$ cat src/rtl/memwb_stage.sv
// memwb_stage
//   MEM/WB pipeline register placed between the data-memory stage and the
//   register file. It tracks whether the held entry is a real instruction,
//   applies stall/flush control, selects the write-back data and counts
//   retired instructions with a saturating counter.
//
// Parameters
//   DATA_W  width of memory-read and ALU result data
//   REG_W   destination register index width
//   WB_W    write-back control width (bit 1 = RegWrite, bit 0 = MemtoReg,
//           any higher bits are carried through untouched)
//   CNT_W   retired-instruction counter width (2 or more)
//
// Ports
//   clock         rising-edge clock for all state
//   reset         asynchronous active-high reset
//   stall         hold every register this cycle
//   flush         load a bubble instead of the incoming entry (beats stall)
//   valid_in      incoming MEM entry is a real instruction
//   WB            write-back control from MEM
//   Memout        data-memory read data
//   ALUOut        ALU result passed through MEM
//   RegRD         destination register index
//   count_clear   synchronous clear of the retired counter
//   valid_out     registered entry is valid
//   WBreg         registered write-back control
//   Memreg        registered memory data
//   ALUreg        registered ALU result
//   RegRDreg      registered destination index
//   RegWrite_out  register-file write enable (from registers only)
//   WriteData     register-file write data (from registers only)
//   retired       saturating count of valid entries that left the stage
module memwb_stage #(
  parameter int DATA_W = 32,
  parameter int REG_W  = 5,
  parameter int WB_W   = 2,
  parameter int CNT_W  = 32
) (
  input  logic              clock,
  input  logic              reset,
  input  logic              stall,
  input  logic              flush,
  input  logic              valid_in,
  input  logic [WB_W-1:0]   WB,
  input  logic [DATA_W-1:0] Memout,
  input  logic [DATA_W-1:0] ALUOut,
  input  logic [REG_W-1:0]  RegRD,
  input  logic              count_clear,
  output logic              valid_out,
  output logic [WB_W-1:0]   WBreg,
  output logic [DATA_W-1:0] Memreg,
  output logic [DATA_W-1:0] ALUreg,
  output logic [REG_W-1:0]  RegRDreg,
  output logic              RegWrite_out,
  output logic [DATA_W-1:0] WriteData,
  output logic [CNT_W-1:0]  retired
);

  localparam logic [CNT_W-1:0]  CNT_MAX  = {CNT_W{1'b1}};
  localparam logic [CNT_W-1:0]  CNT_ONE  = {{(CNT_W-1){1'b0}}, 1'b1};
  localparam logic [CNT_W-1:0]  CNT_ZERO = {CNT_W{1'b0}};
  localparam logic [WB_W-1:0]   WB_ZERO  = {WB_W{1'b0}};
  localparam logic [DATA_W-1:0] DAT_ZERO = {DATA_W{1'b0}};
  localparam logic [REG_W-1:0]  REG_ZERO = {REG_W{1'b0}};

  // Increment that sticks at the all-ones value instead of wrapping.
  function automatic logic [CNT_W-1:0] sat_inc(input logic [CNT_W-1:0] value);
    if (value == CNT_MAX) begin
      sat_inc = value;
    end else begin
      sat_inc = value + CNT_ONE;
    end
  endfunction

  // Stage registers
  logic              valid_r;
  logic [WB_W-1:0]   wb_r;
  logic [DATA_W-1:0] mem_r;
  logic [DATA_W-1:0] alu_r;
  logic [REG_W-1:0]  rd_r;
  logic [CNT_W-1:0]  retired_r;

  // Next-state values
  logic              valid_nxt_s;
  logic [WB_W-1:0]   wb_nxt_s;
  logic [DATA_W-1:0] mem_nxt_s;
  logic [DATA_W-1:0] alu_nxt_s;
  logic [REG_W-1:0]  rd_nxt_s;
  logic [CNT_W-1:0]  retired_nxt_s;
  logic              retire_s;

  // The held entry completes whenever the stage advances; a flush advances
  // the stage too, it only discards the incoming entry.
  assign retire_s = valid_r & (~stall | flush);

  // Stage next-state: flush beats stall, stall beats a normal load.
  always_comb begin
    valid_nxt_s = valid_r;
    wb_nxt_s    = wb_r;
    mem_nxt_s   = mem_r;
    alu_nxt_s   = alu_r;
    rd_nxt_s    = rd_r;
    if (flush) begin
      // Data fields are don't-care in a bubble; loading them keeps the
      // datapath enables identical to a normal load.
      valid_nxt_s = 1'b0;
      wb_nxt_s    = WB_ZERO;
      mem_nxt_s   = Memout;
      alu_nxt_s   = ALUOut;
      rd_nxt_s    = RegRD;
    end else if (stall) begin
      valid_nxt_s = valid_r;
      wb_nxt_s    = wb_r;
      mem_nxt_s   = mem_r;
      alu_nxt_s   = alu_r;
      rd_nxt_s    = rd_r;
    end else begin
      // An invalid incoming entry must never carry write-back control.
      valid_nxt_s = valid_in;
      wb_nxt_s    = valid_in ? WB : WB_ZERO;
      mem_nxt_s   = Memout;
      alu_nxt_s   = ALUOut;
      rd_nxt_s    = RegRD;
    end
  end

  // Counter next-state: clear wins over a simultaneous retire.
  always_comb begin
    retired_nxt_s = retired_r;
    if (count_clear) begin
      retired_nxt_s = CNT_ZERO;
    end else if (retire_s) begin
      retired_nxt_s = sat_inc(retired_r);
    end else begin
      retired_nxt_s = retired_r;
    end
  end

  // Stage register bank with asynchronous clear.
  always_ff @(posedge clock or posedge reset) begin
    if (reset) begin
      valid_r <= 1'b0;
      wb_r    <= WB_ZERO;
      mem_r   <= DAT_ZERO;
      alu_r   <= DAT_ZERO;
      rd_r    <= REG_ZERO;
    end else begin
      valid_r <= valid_nxt_s;
      wb_r    <= wb_nxt_s;
      mem_r   <= mem_nxt_s;
      alu_r   <= alu_nxt_s;
      rd_r    <= rd_nxt_s;
    end
  end

  // Retired-instruction counter with asynchronous clear.
  always_ff @(posedge clock or posedge reset) begin
    if (reset) begin
      retired_r <= CNT_ZERO;
    end else begin
      retired_r <= retired_nxt_s;
    end
  end

  assign valid_out = valid_r;
  assign WBreg     = wb_r;
  assign Memreg    = mem_r;
  assign ALUreg    = alu_r;
  assign RegRDreg  = rd_r;
  assign retired   = retired_r;

  // Register 0 is hard-wired, so a write to it is dropped here rather than
  // relying on the register file.
  assign RegWrite_out = valid_r & wb_r[1] & (rd_r != REG_ZERO);
  assign WriteData    = wb_r[0] ? mem_r : alu_r;

endmodule

$ cat config.mk
export PLATFORM = sky130hd
export DESIGN_NAME = memwb_stage
export DESIGN_NICKNAME = d
export VERILOG_FILES = /design/src/rtl/memwb_stage.sv
export SDC_FILE = /design/constraint.sdc
export NUM_CORES = 1
export LEC_CHECK = 0
export BUFFER_PORTS_ARGS = -buffer_cell sky130_fd_sc_hd__buf_4
export CAP_MARGIN = 5
export CORE_UTILIZATION = 45
export CTS_CLUSTER_DIAMETER = 100
export DETAILED_ROUTE_END_ITERATION = 8
export PLACE_DENSITY = 0.77
export SYNTH_ARGS = -nofsm -noshare
export SYNTH_HDL_FRONTEND = slang
export SYNTH_SLANG_ARGS = --single-unit
$ cat constraint.sdc
create_clock -name clock -period 3.3 [get_ports clock]
set_input_delay 0.165 -clock clock [delete_from_list [all_inputs] [get_ports clock]]
set_output_delay 0.165 -clock clock [all_outputs]
set_load 0.01 [all_outputs]
# Word level (Yosys, flattened, before mapping)
# Index checks and enable logic that the tools add are counted.
# W data, S select, Z words.
dict set report word_totals {
  reg_bits 104
  latchBits 0
  ram_bits 0
  mem_bits_ro 0
  inputBits 77
  out_inout_bits 137
  wordCells 33
  n_memories 0
}
dict set report op_classes {
  n_addsub 1
  n_mul 0
  n_div 0
  order_cmp 0
  n_eq_ne 3
  shifts 0
  mux 15
  n_bitwise 5
  n_reduce_logical 3
}
# op n
set op_table {}
lappend op_table {{$mux W32} 8}
lappend op_table {{$add A32 B1 Y32 const B} 1}
lappend op_table {{$eq A32 B32 Y1 const B} 1}
lappend op_table {{$mux W5} 2}
lappend op_table {{$mux W2} 3}
lappend op_table {{$reduce_bool A5 Y1} 1}
lappend op_table {{$and A1 B1 Y1} 3}
lappend op_table {{$mux W1} 2}
lappend op_table {{$ne A2 B1 Y1 const B} 1}
lappend op_table {{$ne A2 B2 Y1 const B} 1}
lappend op_table {{$reduce_and A2 Y1} 1}
lappend op_table {{$reduce_bool A2 Y1} 1}
lappend op_table {{$not A1 Y1} 1}
lappend op_table {{$or A1 B1 Y1} 1}

# Logic depth before layout (Yosys ltp)
dict set report depth {
  word_depth 5
  ltp_mapped 9
  mapped_depth_nobuf 6
}

# Worst setup path after synthesis
# OpenSTA, ideal clock, no wires.
dict set report synth_path {
  kind {flip-flop to flip-flop}
  startpoint {reg retired_r[0] (netlist: retired[0])}
  endpoint {reg retired_r[26] (netlist: retired[26])}
  setup_time_ps 119
  arrival_time_ps 1881
  required_time_ps 3181
  setup_slack_ps 1300
  path_stages_with_launch 9
  path_buffers 2
  synth_period_minus_slack_ps 2000
  cell_sequence {dfrtp_1 ha_1 and4_1 and4_4 and3_4 buf_6 buf_6 o31a_1 o21a_1}
}
dict set report synth_via {
  elab_chain_cells 4
  elab_cells_between_ends 7
  classes_between {add/sub (1); eq/ne (2); mux (3); reduce/logical (1)}
}
# element line_no
set synth_rtl {}
lappend synth_rtl {{start, declared} 81} ;# logic [CNT_W-1:0] retired_r;
lappend synth_rtl {{start signal, assigned} 161} ;# retired_r <= retired_nxt_s;
lappend synth_rtl {{$add A32 B1 Y32} 71} ;# sat_inc = value + CNT_ONE;
lappend synth_rtl {{$mux W32} 68} ;# if (value == CNT_MAX) begin
lappend synth_rtl {{$mux W32} 132} ;# end else if (retire_s) begin
lappend synth_rtl {{$mux W32} 130} ;# if (count_clear) begin
# Several ways; a longest one is shown, not always the timed one. The select of a mux whose other input is x is not followed.
# A chain may end at the register's enable or synchronous reset.

# Worst setup path in the final report
dict set report layout_path {
  startpoint {reg retired_r[0] (netlist: retired[0])}
  endpoint {reg retired_r[12] (netlist: retired[12])}
}
# Same word-level chain as after synthesis.

==> impl_metrics.json <==
{
  "synth.area.top_cells": "dfrtp_1 52%, nand2_1 17%, mux2_2 7.1%, a21oi_1 2.4%, nand4_1 1.9%",
  "crit_fanout": 26,
  "num_vias": 5146,
  "routedWlPerCell_um": 17.15,
  "n_fill_cell": 771,
  "finClkSkew_ns": 0.006980,
  "die_w_um": 107.9,
  "hold_violations": 0,
  "gp_congestion": 0.8705,
  "route.detailed.drc": 0,
  "finalMaxSlewViolations": 0,
  "grt_usage_pct": 29.12,
  "grt_pass1_wl_mm": 26.08,
  "ir_drop_mv": 0.2291,
  "ff_latch_area_mm2": 0.002603,
  "status": "complete, no violations",
  "cp_data_required_time_ns": 3.60,
  "final_common_cell": "nand2_1",
  "yosysWarnings": 0,
  "port_buffers": 213,
  "postRouteWirelength_mm": 16.54,
  "synthFlopType": "dfrtp_1",
  "row_count": 38,
  "maxSlewHeadroom_pct": 45.54,
  "synth_edf_count": 0,
  "p_per_area_mw_per_mm2": 374.5,
  "synth_top_area_cell": "dfrtp_1",
  "ys_seq_elements": 104,
  "grt.overflow.total": 0,
  "multi_input_area_mm2": 0.002280,
  "grt_max_degree": 70,
  "tightest_slew_ns": 0.8170,
  "cts_resized": 0,
  "start_util_pct": 46.32,
  "clockBufferDepth": 2,
  "yosysUniqueCellTypes": 48,
  "h-tree-depth": 3,
  "crit_arrival_ns": 2.37,
  "cts_tree": "done",
  "grt_pass1_vias": 5311,
  "min_period_ns": 2.069,
  "clock-sinks": 104,
  "ioPinCount": 214,
  "postRouteAntennaNets": 0,
  "nNetsFinal": 898,
  "fin_crit_sh_pct": 62.69,
  "synth_area_mm2": 0.005044,
  "synthToLayoutAreaGrowth_pct": 51.28,
  "syn_avg_cell_area_um2": 9.187,
  "core_mm2": 0.01089,
  "cts_buffers": 9,
  "antennaDiodeCount": 0,
  "drive_gt1_share_pct": 34.59,
  "syn_inst": 549,
  "start_kind": "register",
  "endpoint_kind": "register",
  "holdWs_ns": 0.01488,
  "clockRootBuffer": "clkbuf_8",
  "synth_top_area_share_pct": 51.60,
  "dr.first_iter.drc_count": 345,
  "dp_hpwl_mm": 10.48,
  "p_leak_nw": 3.787,
  "mostFrequentLayoutCells": "222 x nand2_1, 218 x buf_4, 104 x dfrtp_1",
  "clkTransAtPathRegs_ns": 0.10,
  "fmax_mhz": 483.4,
  "ys_seq_area_share_pct": 51.60,
  "vias_per_cell": 5.338,
  "async_flop_share_pct": 100.0,
  "die-area_mm2": 0.01163,
  "drv_cap": 0,
  "die_h_um": 107.9,
  "first_pass_iters": 7,
  "hp-class": "in -> reg",
  "antenna_found_initial": 0,
  "clock_insertion_delay_worst_skew_ns": 0.37,
  "setup_viol": 0,
  "rsz0062_at_grt": "false",
  "fin_setup_tns_ns": 0,
  "synth_nets": 627,
  "worstSetupPathType": "reg -> reg"
}
[cell type report]
type                    instances  share of cell area, %
flip-flops and latches        104                  34.11
repair buffers                288                  30.63
multi-input cells             410                  29.88
well taps                     140                  2.296
clock buffers                  13                  2.214
clock inverters                 2                 0.4920
inverters                       7                 0.3772
[worst max-delay path: stages (launching register included)]
cell and delay [ns]:
dfrtp_1 0.43, ha_1 0.24, and4_1 0.24, and4_4 0.21, and3_4 0.23, or4_1 0.49
a21oi_1 0.15
[flip-flops by register name, indices dropped and copies added, names as in the netlist]
register,cells
valid_out,1
retired,32
RegRDreg,5
WBreg,2
ALUreg,32
Memreg,32
[routing by layer]
| metal | track usage, % | routed length [um] |
|---|---|---|
| met5 | 0 | 0 |
| met4 | 15.95 | 639 |
| met2 | 49.50 | 8397 |
| met1 | 33.10 | 6207 |
| met3 | 7.930 | 1292 |
[path summary, 6_finish.rpt]
path	to	cells after the start	slack [ns]	startpoint
setup reg to reg	retired[12]	6	1.23	retired[0]
hold / removal	Memreg[1]	3	0.01	Memout[1]
setup / recovery	retired[12]	6	1.23	retired[0]
max in group asynchronous	Memreg[2]	4	1.92	reset
min in group asynchronous	retired[20]	3	0.52	reset
hold reg to reg	ALUreg[1]	2	0.50	ALUreg[1]
[cell families (layout without fill, tap and decap cells)]
logic type                 count (synthesis)  after routing  synth area share (%)
buffers and inverters                     35            310                 3.250
DFF                                      104            104                 51.60
and+or+nand+nor                          313            313                 29.05
adders and majority gates                  1              1                0.2480
xor gates and xnor gates                   5              5                0.8682
muxes                                     35             35                 7.790
AOI/OAI and AO/OA                         56             56                 7.194
[cell usage after synthesis, types with 7 or more instances]
cell type  count
nand2_1      222
dfrtp_1      104
o31ai_1       10
or4_1          9
mux2_2        32
or3_1         12
clkbuf_1      15
buf_1          7
a21oi_1       24
nand4_1       15
nor2_1        14
[metrics by stage]
step	utilization, %	instances	total power [mW]	setup slack [ns]	instance area (um^2)
after floorplan	-	549	1.642	0.4028	5044
after global placement	61.74	879	1.938	1.311	6723
after detailed placement	61.74	879	1.952	1.255	6723
after CTS	70.08	964	2.856	1.235	7630
after global routing	70.08	964	2.979	1.120	7630
final	70.08	964	2.857	1.231	7630
[timing repair]
item                                    4_1_cts  5_1_grt
setup buffers                                 0        0
endpoints found under the setup margin        0        0
hold endpoints to repair                    134        0
hold buffers                                 70        0
[power by group]
part / switching, mW / internal [mW] / total [mW]
clock network: 0.431 / 0.410 / 0.841
registers: 0.0689 / 1.35 / 1.41
logic: 0.282 / 0.319 / 0.601
total: 0.782 / 2.08 / 2.86
No activity file was read; power rests on OpenSTA's default activity.
